$ cat src/rtl/serial_subtractor_if.sv
// Handshake and operand/result bundle for the bit-serial subtractor.
// The master issues start with operands; the slave returns busy/done and the registered flags.
interface serial_subtractor_if #(
    parameter int WIDTH = 8
);
    logic             start;
    logic [WIDTH-1:0] a;
    logic [WIDTH-1:0] b;
    logic             bin;
    logic             busy;
    logic             done;
    logic [WIDTH-1:0] diff;
    logic             bout;
    logic             ovf;
    logic             zero;

    modport master (
        output start, a, b, bin,
        input  busy, done, diff, bout, ovf, zero
    );

    modport slave (
        input  start, a, b, bin,
        output busy, done, diff, bout, ovf, zero
    );
endinterface

$ cat src/rtl/serial_subtractor.sv
// Bit-serial a - b - bin, LSB first, one bit per clock with a single registered borrow.
// Results and flags are registered and only change on the completion edge.
module serial_subtractor #(
    parameter int WIDTH = 8
) (
    input  logic                 clk,
    input  logic                 rst_n,
    serial_subtractor_if.slave   bus
);
    localparam int CW = (WIDTH > 2) ? $clog2(WIDTH) : 1;

    typedef enum logic {IDLE, RUN} state_t;

    state_t           state;
    logic [WIDTH-1:0] a_sr;
    logic [WIDTH-1:0] b_sr;
    logic [WIDTH-1:0] res_sr;
    logic             br;
    logic [CW-1:0]    cnt;
    logic             a_msb;
    logic             b_msb;

    logic             x;
    logic             y;
    logic             d;
    logic             br_next;
    logic [WIDTH-1:0] res_next;

    // One full-subtractor slice applied to the current LSBs.
    always_comb begin
        x        = a_sr[0];
        y        = b_sr[0];
        d        = x ^ y ^ br;
        br_next  = (~x & y) | (~(x ^ y) & br);
        res_next = {d, res_sr[WIDTH-1:1]};
    end

    always_ff @(posedge clk or negedge rst_n) begin
        if (!rst_n) begin
            state    <= IDLE;
            a_sr     <= '0;
            b_sr     <= '0;
            res_sr   <= '0;
            br       <= 1'b0;
            cnt      <= '0;
            a_msb    <= 1'b0;
            b_msb    <= 1'b0;
            bus.busy <= 1'b0;
            bus.done <= 1'b0;
            bus.diff <= '0;
            bus.bout <= 1'b0;
            bus.ovf  <= 1'b0;
            bus.zero <= 1'b0;
        end else begin
            case (state)
                IDLE: begin
                    bus.done <= 1'b0;
                    if (bus.start) begin
                        a_sr     <= bus.a;
                        b_sr     <= bus.b;
                        br       <= bus.bin;
                        res_sr   <= '0;
                        cnt      <= '0;
                        a_msb    <= bus.a[WIDTH-1];
                        b_msb    <= bus.b[WIDTH-1];
                        bus.busy <= 1'b1;
                        state    <= RUN;
                    end
                end
                RUN: begin
                    a_sr   <= a_sr >> 1;
                    b_sr   <= b_sr >> 1;
                    br     <= br_next;
                    res_sr <= res_next;
                    cnt    <= cnt + CW'(1);
                    // Final bit: publish everything at once; d is the result MSB here.
                    if (cnt == CW'(WIDTH - 1)) begin
                        cnt      <= '0;
                        bus.diff <= res_next;
                        bus.bout <= br_next;
                        bus.zero <= (res_next == '0);
                        bus.ovf  <= (a_msb ^ b_msb) & (a_msb ^ d);
                        bus.done <= 1'b1;
                        bus.busy <= 1'b0;
                        state    <= IDLE;
                    end
                end
                default: state <= IDLE;
            endcase
        end
    end
endmodule

$ cat src/flat_wrapper.sv
// flat-port wrapper written by rule: the top's interface ports become plain ports
module serial_subtractor_flat 
#(
    parameter int WIDTH = 8
)
  (clk, rst_n, bus_start, bus_a, bus_b, bus_bin, bus_busy, bus_done, bus_diff, bus_bout, bus_ovf, bus_zero);
  serial_subtractor_if #(.WIDTH(WIDTH)) bus_i ();
  input  logic clk;
  input  logic rst_n;
  input wire logic [$bits(bus_i.start)-1:0] bus_start;
  input wire logic [$bits(bus_i.a)-1:0] bus_a;
  input wire logic [$bits(bus_i.b)-1:0] bus_b;
  input wire logic [$bits(bus_i.bin)-1:0] bus_bin;
  output wire logic [$bits(bus_i.busy)-1:0] bus_busy;
  output wire logic [$bits(bus_i.done)-1:0] bus_done;
  output wire logic [$bits(bus_i.diff)-1:0] bus_diff;
  output wire logic [$bits(bus_i.bout)-1:0] bus_bout;
  output wire logic [$bits(bus_i.ovf)-1:0] bus_ovf;
  output wire logic [$bits(bus_i.zero)-1:0] bus_zero;
  assign bus_i.start = bus_start;
  assign bus_i.a = bus_a;
  assign bus_i.b = bus_b;
  assign bus_i.bin = bus_bin;
  assign bus_busy = bus_i.busy;
  assign bus_done = bus_i.done;
  assign bus_diff = bus_i.diff;
  assign bus_bout = bus_i.bout;
  assign bus_ovf = bus_i.ovf;
  assign bus_zero = bus_i.zero;
  serial_subtractor #(.WIDTH(WIDTH)) u_core (.clk(clk), .rst_n(rst_n), .bus(bus_i));
endmodule
$ cat config.mk
export PLATFORM = sky130hd
export DESIGN_NAME = serial_subtractor_flat
export DESIGN_NICKNAME = d
export VERILOG_FILES = /design/src/rtl/serial_subtractor_if.sv /design/src/rtl/serial_subtractor.sv /design/src/flat_wrapper.sv
export SDC_FILE = /design/constraint.sdc
export NUM_CORES = 1
export LEC_CHECK = 0
export ABC_AREA = 0
export ABC_CLOCK_PERIOD_IN_PS = 2000
export BUFFER_PORTS_ARGS = -buffer_cell sky130_fd_sc_hd__buf_2
export CAP_MARGIN = 10
export CORE_MARGIN = 2
export CORE_UTILIZATION = 47
export CTS_BUF_LIST = sky130_fd_sc_hd__clkbuf_4 sky130_fd_sc_hd__clkbuf_8
export CTS_CLUSTER_DIAMETER = 60
export DETAILED_ROUTE_END_ITERATION = 10
export GPL_ROUTABILITY_DRIVEN = 0
export PLACE_DENSITY = 0.69
export SYNTH_ARGS = -nofsm -noshare
export SYNTH_HDL_FRONTEND = slang
export SYNTH_SLANG_ARGS = --single-unit
export TNS_END_PERCENT = 10
$ cat constraint.sdc
create_clock -name clk -period 2 [get_ports clk]
set_clock_uncertainty 0.1 [all_clocks]
set_input_delay 0.2 -clock clk [delete_from_list [all_inputs] [get_ports clk]]
set_output_delay 0.2 -clock clk [all_outputs]
set_load 0.01 [all_outputs]
## After elaboration in Yosys (flattened, before gate mapping)

Index checks and enable logic that the tools add are counted.

- Register bits after elaboration: 44
- Output and inout bits: 13
- Bits of input ports: 20
- Word-level logic and storage cells: 52

- Multiplexer cells: 19
- Add/sub/neg operators: 1
- Bitwise operators: 11
- Reduce and logical (&&, ||, !) cells: 4
- Equality and inequality tests: 3

Operator list:

| operator | count |
|---|---|
| case mux 8 bit (2 select lines) | 3 |
| 2-to-1 mux 8 bit | 3 |
| logical NOT 8 bit | 1 |
| case mux 1 bit (2 select lines) | 4 |
| 2-to-1 mux 1 bit | 6 |
| 2-to-1 mux 3 bit | 2 |
| case mux 3 bit (2 select lines) | 1 |
| AND reduction 2 bit | 3 |
| != test 2 bit, second input constant | 2 |
| XOR 1 bit | 4 |
| adder 3 x 1 -> 3 bit, second input constant | 1 |
| bitwise AND 1 bit | 3 |
| equality test 3 bit, second input constant | 1 |
| NOT 1 bit | 3 |
| bitwise OR 1 bit | 1 |

## Logic depth before layout (Yosys ltp)

Gate-level depths: netlist of run 1.

- Word-level depth: 5
- Mapped depth: 5
- Depth with buffers taken out: 4

## Least setup slack after synthesis of run 1

No wires, ideal clock.

- Path type: reg-to-reg
- Start: reg u_core.br
- End: reg u_core.bus.ovf
- Period minus slack after synthesis: 1.606 ns
- Data required time: 1.812 ns
- Library setup time: 0.088 ns
- Arrival time: 1.418 ns
- Cell stages (with the launch flop): 4
- Slack: 0.394 ns
- Cell sequence: dfrtp_1 > fa_1 > or3b_1 > a41oi_1

- Cells in the longest elaborated chain, start to end: 3

RTL lines:

| what | line | source |
|---|---|---|
| from (decl) | serial_subtractor.sv:18 | `logic br;` |
| from (signal assigned) | serial_subtractor.sv:61 | `br <= bus.bin;` |
| from (signal assigned) | serial_subtractor.sv:73 | `br <= br_next;` |
| XOR 1 bit | serial_subtractor.sv:33 | `d = x ^ y ^ br;` |
| XOR 1 bit | serial_subtractor.sv:82 | `bus.ovf <= (a_msb ^ b_msb) & (a_msb ^ d);` |
| bitwise AND 1 bit | serial_subtractor.sv:82 |  |
| to (signal assigned) | serial_subtractor.sv:82 |  |
| to (decl) | serial_subtractor_if.sv:24 | `output busy, done, diff, bout, ovf, zero` |

No other way between the ends.
A chain may end at the register's enable or synchronous reset.

## Worst setup path after layout of run 1

Same ends and word-level chain as after synthesis.

==> impl_metrics.py, run 1 <==
metrics = {
    "placement": {
        "dpl-instance-area_um2": 2100,
        "hpwlAfterDp_um": 2570,
        "portBuffers": 32,
        "place_ws_ps": 303,
    },
    "synth": {
        "synth_area_um2": 1890,
        "syn_area_per_cell_um2": 11.8,
        "synth_mux_area_frac": 0.160,
        "ys_warn_count": 0,
        "synthXorXnorAreaFrac": 0,
        "synth-seq-cells": 43,
        "ys_seq_area_frac": 0.570,
        "synth-compound-area-share": 0.100,
        "yosysUniqueCellTypes": 28,
        "synth_nets": 184,
        "synth_simple_gate_area_frac": 0.0942,
        "synth_fa_ha_area_frac": 0.0345,
        "synth_top_family_by_area": "multiplexers",
        "synthesis.instances": 160,
    },
    "setup_path": {
        "cp-end-kind": "flip-flop",
        "r2r_slack_ps": 300,
        "crit_family": "adder cells",
        "cp_max_fo": 3,
        "rr_endpoint": "u_core.bus.ovf",
        "crit_chain": "fa_1 > or3b_1 > a41oi_1",
        "crit_slowest_cell": "fa_1",
        "cpPeakStageDelay_ps": 540,
        "worst_setup_path_start_kind": "flip-flop",
        "path_buf_inv": 0,
        "arrival_ps": 1820,
        "r2r-start": "u_core.br",
        "worstRegToRegCells": 3,
        "criticalPathCategory": "flip-flop to flip-flop",
        "required_ps": 2120,
    },
    "sta": {
        "hold_viol": 0,
        "tightestPinTransition_ps": 502,
        "setup_viol": 0,
        "finalMaxSlewViolations": 0,
        "max_freq_mhz": 587,
        "fin_crit_ps": 1700,
        "setup_tns_ps": 0,
        "rsz0062_at_grt": "no",
        "slew_headroom": 0.665,
        "fin_ws_ps": 295,
        "fin_crit_sh": 0.852,
    },
    "floorplanning": {
        "rows": 23,
        "dieArea_um2": 4540,
        "core-area_um2": 3940,
        "initial_core_util": 0.479,
        "die_x_um": 67.4,
        "die_y_um": 67.4,
        "ios": 33,
    },
    "clocking": {
        "cts_max_level": 2,
        "cts_sinks": 43,
        "clk_latency_ps": 300,
        "clockBufferDepth": 2,
        "cts_tree": "done",
        "cts_root_buffer": "clkbuf_8",
        "path_clk_slew_ps": 70,
        "numCtsBuffers": 5,
    },
    "cells_and_area": {
        "finalInstanceArea_um2": 2200,
        "antenna_cells": 0,
        "n_fill_cell": 348,
        "area_growth_pct": 16.4,
        "nets": 220,
        "seq_area_um2": 1080,
        "drive_gt1_frac": 0.289,
        "multi_input_area_um2": 734,
    },
    "job": {
        "drv_cap": 0,
    },
    "drt": {
        "drc": 0,
        "via_count": 1297,
        "ant_nets": 0,
        "drt_iter0_drc": 50,
        "vias_per_cell": 5.25,
        "wirelength_um": 3520,
        "drt_first_pass_iters": 4,
        "wl_per_cell_um": 14.2,
    },
    "global_routing": {
        "track_usage": 0.179,
        "grt_pass1_wl_um": 5940,
        "antenna_found_initial": 0,
        "grt_pass1_vias": 1300,
        "grt_overflow": 0,
        "grt_max_degree": 33,
    },
    "hold_path": {
        "hp-start": "bus_b[7]",
        "hold_path.class": "primary input to flip-flop",
        "min_to": "u_core.b_msb",
        "holdPathStages": 2,
    },
    "power_and_ir_drop": {
        "leakage_nw": 1.10,
        "peakVddDrop_v": 0.000571,
        "power_density_nw_per_um2": 1420,
    },
    "outcome": {
        "status": "finished, final reports clean",
    },
}
[sequential cells by signal, indices dropped and copies added (netlist names), 3 cells and up]
| name | flops |
|---|---|
| u_core.a_sr | 8 |
| u_core.b_sr | 8 |
| u_core.cnt | 3 |
| u_core.bus.diff | 8 |
| u_core.res_sr | 7 |
[metal layers]
metal  up-vias  global-route usage  wire [um]
li1        621                   -          -
met1       636               0.217       1500
met2        32               0.296       1780
met3         8              0.0433        162
met4         0              0.0918         76
met5         -                   0          0
[cell families (layout without fill, tap and decap cells)]
group,after synthesis,in the layout
adders and majority gates,4,4
muxes,29,29
DFF,43,43
buffers and inverters,15,52
AOI/OAI and AO/OA,32,32
and+or+nand+nor,37,37
[layout by cell type (no fill, tap or decap), drive strengths merged, types with 3 or more instances in the layout]
master | Yosys | layout
nor2 | 4 | 4
clkbuf | 1 | 7
mux2 | 10 | 10
a22o | 3 | 3
nand2b | 8 | 8
inv | 5 | 5
o21ai | 20 | 20
buf | 9 | 38
mux2i | 19 | 19
dfrtp | 43 | 43
nand2 | 20 | 20
[metrics by stage]
stage / cells / power, mW / util / hold slack [ps]
after floorplan: 160 / 2.22 / - / -196
after global placement: 238 / 2.52 / 0.532 / -4.89
after detailed placement: 238 / 2.60 / 0.532 / -0.385
after CTS: 247 / 3.16 / 0.557 / 47.6
after global routing: 247 / 3.37 / 0.557 / 39.5
final: 247 / 3.12 / 0.557 / 51.4
[cells in the mapped netlist]
master | count | area share
inv_1 | 5 | 0.0099
mux2_2 | 10 | 0.060
a41o_1 | 1 | 0.0053
nand2b_1 | 8 | 0.027
nand2_2 | 1 | 0.0033
dfrtp_1 | 43 | 0.57
mux2i_1 | 19 | 0.10
a21boi_1 | 1 | 0.0040
nor2_1 | 4 | 0.0080
buf_2 | 7 | 0.019
nor2b_1 | 1 | 0.0033
o21ai_0 | 18 | 0.048
clkbuf_1 | 1 | 0.0020
buf_6 | 1 | 0.0060
fa_1 | 2 | 0.021
buf_4 | 1 | 0.0040
a31oi_1 | 1 | 0.0033
nand3b_1 | 1 | 0.0040
o22ai_1 | 2 | 0.0066
ha_1 | 2 | 0.013
or3b_1 | 1 | 0.0046
nor4_1 | 2 | 0.0066
a41oi_1 | 1 | 0.0046
a21oi_1 | 2 | 0.0053
o21ai_1 | 2 | 0.0053
nand2_1 | 19 | 0.038
a22o_1 | 3 | 0.014
o21a_1 | 1 | 0.0040
[where the power goes]
group	total, mW	leakage (nW)	internal (mW)	switching, mW
Combinational	1.04	0.510	0.518	0.518
Clock	0.554	0.0491	0.272	0.282
Sequential	1.53	0.544	1.24	0.287
Total	3.12	1.10	2.03	1.09
[worst max path at each step]
stage                               to  cells after the start  slack, ps     startpoint
detailed placement  u_core.bus.diff[0]                      4        300  u_core.cnt[0]
finish                  u_core.bus.ovf                      3        300      u_core.br
global route        u_core.bus.diff[5]                      4        200  u_core.cnt[0]
CTS                     u_core.bus.ovf                      3        280      u_core.br
global placement        u_core.bus.ovf                      3        360      u_core.br
floorplan               u_core.bus.ovf                      3        390      u_core.br
[area by class of cell]
cell class / count / area share
Clock buffer: 7 / 0.0382
Timing Repair Buffer: 39 / 0.0980
Sequential cell: 43 / 0.490
Tap cell: 50 / 0.0285
Inverter: 5 / 0.00855
Clock inverter: 1 / 0.00228
Multi-Input combinational cell: 102 / 0.334
[timing repair]
action                    4_1_cts  5_1_grt
gates resized for setup         0        0
buffers inserted                0        0
hold endpoints to repair       12        0
hold buffers                    1        0
Power figures use the tool's default switching activity.
==> run 2: changes to the inputs <==
--- a/config.mk
+++ b/config.mk
@@ -7,7 +7,7 @@
 export LEC_CHECK = 0
 export ABC_AREA = 0
 export ABC_CLOCK_PERIOD_IN_PS = 2000
-export BUFFER_PORTS_ARGS = -buffer_cell sky130_fd_sc_hd__buf_2
+export BUFFER_PORTS_ARGS = -buffer_cell sky130_fd_sc_hd__buf_4
 export CAP_MARGIN = 10
 export CORE_MARGIN = 2
 export CORE_UTILIZATION = 47
==> run 2 against run 1 <==
  * Sequential share of layout area decreased by 1.9 points
  * Cell count decreased by 1.2%
  * Utilization increased by 2.2 points
  * Critical endpoint unchanged
  * Highest routed layer unchanged
==> impl_metrics.py, run 2 (same netlist as run 1, synthesis figures left out) <==
metrics = {
    "cells_and_area": {
        "final_cell_mix": "dfrtp_1 (43), buf_4 (35), mux2i_1 (19), nand2_1 (19), o21ai_0 (18)",
        "final_common_cell": "dfrtp_1",
        "nets": 217,
        "area_growth_pct": 21.0,
        "antenna_cells": 0,
        "drive_gt1_frac": 0.278,
        "n_fill_cell": 343,
        "top_regs": "u_core.a_sr (8), u_core.b_sr (8), u_core.bus.diff (8)",
        "fin_cells": 244,
        "seq_area_um2": 1080,
        "multi_input_area_um2": 734,
    },
    "power_and_ir_drop": {
        "combPwrFrac": 0.335,
        "leakage_nw": 1.12,
        "intPower_mw": 2.23,
        "clockPowerShare": 0.210,
        "total_power_mw": 3.31,
        "power_frac_seq": 0.455,
        "switchingPower_mw": 1.08,
        "sw_frac_of_total": 0.327,
        "power_density_nw_per_um2": 1450,
        "peakVddDrop_v": 0.000717,
    },
    "clocking": {
        "cts_resized": 0,
        "cts_max_level": 2,
        "holdBufCountCts": 1,
        "cts_tree": "done",
        "path_clk_slew_ps": 80,
        "cts_sinks": 43,
        "clk_latency_ps": 300,
        "cts_root_buffer": "clkbuf_8",
        "clockBufferDepth": 2,
        "numCtsBuffers": 5,
        "post_cts_buffers": 0,
    },
    "global_routing": {
        "track_usage": 0.182,
        "grt_pass1_wl_um": 6010,
        "grt_max_degree": 44,
        "grt_overflow": 0,
        "grt_pass1_vias": 1276,
        "antenna_found_initial": 0,
    },
    "floorplanning": {
        "rows": 23,
        "die_y_um": 67.4,
        "core-area_um2": 3940,
        "die_x_um": 67.4,
        "ios": 33,
        "initial_core_util": 0.479,
        "dieArea_um2": 4540,
    },
    "setup_path": {
        "crit_chain": "inv_1 > fa_1 > or3b_1 > a41oi_1",
        "r2r_slack_ps": 280,
        "required_ps": 2110,
        "cp-end-kind": "flip-flop",
        "criticalPathCategory": "flip-flop to flip-flop",
        "cp_max_fo": 3,
        "arrival_ps": 1830,
        "crit_family": "adder cells",
        "worst_setup_path_start_kind": "flip-flop",
        "path_buf_inv": 1,
        "crit_slowest_cell": "fa_1",
        "cpPeakStageDelay_ps": 480,
    },
    "job": {
        "drv_cap": 0,
    },
    "hold_path": {
        "hold_path.class": "primary input to flip-flop",
    },
    "sta": {
        "rsz0062_at_grt": "no",
        "max_freq_mhz": 581,
        "tightestPinTransition_ps": 527,
        "slew_headroom": 0.648,
        "finalMaxSlewViolations": 0,
        "setup_viol": 0,
        "setup_tns_ps": 0,
        "fin_crit_sh": 0.861,
        "fin_ws_ps": 279,
        "fin_crit_ps": 1720,
        "hold_viol": 0,
    },
    "drt": {
        "via_count": 1259,
        "drt_iter0_drc": 75,
        "wl_per_cell_um": 13.9,
        "drt_first_pass_iters": 5,
        "vias_per_cell": 5.16,
        "drc": 0,
        "ant_nets": 0,
        "wirelength_um": 3380,
    },
    "placement": {
        "dp_cells": 235,
        "portBuffers": 32,
        "place_ws_ps": 300,
        "hpwlAfterDp_um": 2400,
    },
    "outcome": {
        "status": "finished, final reports clean",
    },
}
run 2: worst paths after layout:
path,depth (start not counted),end,startpoint
setup / recovery,4,u_core.bus.ovf,u_core.a_sr[0]
hold / removal,2,u_core.a_msb,bus_a[7]
setup reg to reg,4,u_core.bus.ovf,u_core.a_sr[0]
hold reg to reg,2,u_core.a_sr[1],u_core.a_sr[2]
max in group asynchronous,2,u_core.b_sr[0],rst_n
min in group asynchronous,2,u_core.bus.diff[2],rst_n
run 2: layout make-up:
class / count / area share
Tap cell: 50 / 0.0274
Clock inverter: 2 / 0.0154
Sequential cell: 43 / 0.471
Timing Repair Buffer: 36 / 0.120
Multi-Input combinational cell: 102 / 0.322
Inverter: 5 / 0.00822
Clock buffer: 6 / 0.0362
run 2: power groups by stage:
stage / combinational (mW) / clock [mW] / sequential, mW
global placement: 1.09 / 0 / 1.50
floorplan: 0.717 / 0 / 1.51
global route: 1.27 / 0.752 / 1.57
finish: 1.11 / 0.696 / 1.50
CTS: 1.13 / 0.714 / 1.51
detailed placement: 1.12 / 0 / 1.53
run 2: stage by stage:
| step | hold slack, ps | area, um^2 | util |
|---|---|---|---|
| after floorplan | -196 | 1890 | - |
| after global placement | 110 | 2150 | 0.546 |
| after detailed placement | 116 | 2150 | 0.546 |
| after CTS | 39.6 | 2280 | 0.579 |
| after global routing | 51.5 | 2280 | 0.579 |
| final | 51.4 | 2280 | 0.579 |
run 2: metal layers:
metal / up-vias / part of all wire / wire length, um / track usage
li1: 617 / - / - / -
met1: 605 / 0.45 / 1520 / 0.231
met2: 31 / 0.49 / 1650 / 0.298
met3: 6 / 0.046 / 157 / 0.0500
met4: 0 / 0.016 / 54 / 0.0689
met5: - / 0 / 0 / 0
==> run 3: changes to the inputs <==
--- a/config.mk
+++ b/config.mk
@@ -10,12 +10,12 @@
 export BUFFER_PORTS_ARGS = -buffer_cell sky130_fd_sc_hd__buf_4
 export CAP_MARGIN = 10
 export CORE_MARGIN = 2
-export CORE_UTILIZATION = 47
+export CORE_UTILIZATION = 50
 export CTS_BUF_LIST = sky130_fd_sc_hd__clkbuf_4 sky130_fd_sc_hd__clkbuf_8
 export CTS_CLUSTER_DIAMETER = 60
 export DETAILED_ROUTE_END_ITERATION = 10
 export GPL_ROUTABILITY_DRIVEN = 0
-export PLACE_DENSITY = 0.69
+export PLACE_DENSITY = 0.72
 export SYNTH_ARGS = -nofsm -noshare
 export SYNTH_HDL_FRONTEND = slang
 export SYNTH_SLANG_ARGS = --single-unit
==> run 3 against run 2 <==
  * First-iteration DRC count decreased by 9.3%
  * Worst hold slack improved by 7.1 ps
  * Via count increased by 1.1%
  * Setup slack got worse by 5.4 ps
  * Cell count decreased by 0.41%
  * Critical path type unchanged
  * Sequential power about the same
  * Largest power group unchanged
  * Design area decreased by 1.0%
  * Register-to-register slack about the same
==> impl_metrics.py, run 3 (same netlist as run 1, synthesis figures left out) <==
metrics = {
    "setup_path": {
        "arrival_ps": 1830,
        "cp_max_fo": 3,
        "crit_start": "u_core.a_sr[0]",
        "required_ps": 2100,
        "worstRegToRegCells": 4,
        "criticalPathCategory": "flip-flop to flip-flop",
        "r2r-start": "u_core.a_sr[0]",
        "worst_setup_path_start_kind": "flip-flop",
        "cp-end-kind": "flip-flop",
    },
    "hold_path": {
        "holdPathStages": 2,
        "hold_path.class": "primary input to flip-flop",
        "hp-start": "bus_b[7]",
    },
    "clocking": {
        "cts_sinks": 43,
        "cts_max_level": 2,
        "clockBufferDepth": 2,
        "cts_tree": "done",
        "cts_root_buffer": "clkbuf_8",
        "clk_latency_ps": 290,
        "path_clk_slew_ps": 80,
        "numCtsBuffers": 5,
    },
    "drt": {
        "drc": 0,
        "wirelength_um": 3460,
        "wl_per_cell_um": 14.2,
        "ant_nets": 0,
        "vias_per_cell": 5.24,
        "drt_first_pass_iters": 4,
        "via_count": 1273,
        "drt_iter0_drc": 68,
    },
    "outcome": {
        "status": "finished, final reports clean",
    },
    "global_routing": {
        "track_usage": 0.193,
        "grt_overflow": 0,
        "antenna_found_initial": 0,
        "grt_pass1_vias": 1314,
        "grt_pass1_wl_um": 6100,
        "grt_max_degree": 44,
    },
    "sta": {
        "tightestPinTransition_ps": 532,
        "slew_headroom": 0.645,
        "rsz0062_at_grt": "no",
        "max_freq_mhz": 579,
        "setup_viol": 0,
        "hold-worst-slack_ps": 58.5,
        "setup_tns_ps": 0,
        "fin_ws_ps": 273,
        "hold_viol": 0,
        "fin_crit_sh": 0.863,
        "fin_crit_ps": 1730,
        "finalMaxSlewViolations": 0,
    },
    "power_and_ir_drop": {
        "leakage_nw": 1.12,
        "power_density_nw_per_um2": 1410,
        "peakVddDrop_v": 0.000656,
    },
    "placement": {
        "dp_cells": 234,
        "hpwlAfterDp_um": 2500,
        "portBuffers": 32,
        "place_ws_ps": 289,
    },
    "floorplanning": {
        "dieArea_um2": 4280,
        "ios": 33,
        "initial_core_util": 0.519,
        "rows": 22,
        "die_x_um": 65.4,
        "core-area_um2": 3630,
        "die_y_um": 65.4,
    },
    "cells_and_area": {
        "antenna_cells": 0,
        "final_common_cell": "dfrtp_1",
        "final_core_util": 0.622,
        "nets": 218,
        "final_cell_mix": "dfrtp_1 (43), buf_4 (36), mux2i_1 (19), nand2_1 (19), o21ai_0 (18)",
        "top_regs": "u_core.a_sr (8), u_core.b_sr (8), u_core.bus.diff (8)",
        "fin_cells": 243,
        "drive_gt1_frac": 0.282,
        "area_growth_pct": 19.7,
    },
    "job": {
        "drv_cap": 0,
    },
}
run 3: cell types whose count changed in the layout (fill, tap and decap cells not counted):
cell       delta
clkbuf_4      +2
buf_4         +1
bufinv_16     -1
clkbuf_8      -1
run 3: worst paths after layout:
path | endpoint | slack [ps]
max | u_core.bus.ovf | 270
min | u_core.b_msb | 60
max reg2reg | u_core.bus.ovf | 270
min reg2reg | u_core.b_sr[0] | 390
max in group asynchronous | u_core.b_sr[3] | 1100
min in group asynchronous | u_core.bus.diff[3] | 320
run 3: worst max-delay path, stage by stage, from the launching register on:
cell	delay (ps)
dfrtp_1	420
inv_1	90
fa_1	450
or3b_1	360
a41oi_1	220
run 3: stage by stage:
step | power, mW | instance area, um^2
after CTS | 3.23 | 2260
after floorplan | 2.22 | 1890
after global routing | 3.46 | 2260
after detailed placement | 2.68 | 2160
final | 3.19 | 2260
after global placement | 2.60 | 2160
run 3: what timing repair did:
| action | in CTS | in global routing |
|---|---|---|
| hold buffers | 1 | 0 |
| hold endpoints to repair | 43 | 0 |
| resized for setup | 0 | 0 |
| setup buffers | 0 | 0 |
run 3: layout make-up:
type	instances	area (um^2)
tap	48	60.1
clock inverter	1	5.00
fill	312	1380
sequential	43	1080
timing repair buffer	37	280
clock buffer	7	83.8
multi-input combinational	102	734
inverter	5	18.8
run 3: report_power, final:
part / switching [mW] / internal [mW]
sequential: 0.269 / 1.25
combinational: 0.543 / 0.589
clock: 0.268 / 0.272
total: 1.08 / 2.11
run 3: per-layer routing:
metal	share of wire	up-vias	GRT usage	wire length, um
li1	-	619	-	-
met1	0.45	621	0.245	1540
met2	0.50	27	0.313	1720
met3	0.043	6	0.0582	150
met4	0.014	0	0.0703	47
met5	0	-	0	0
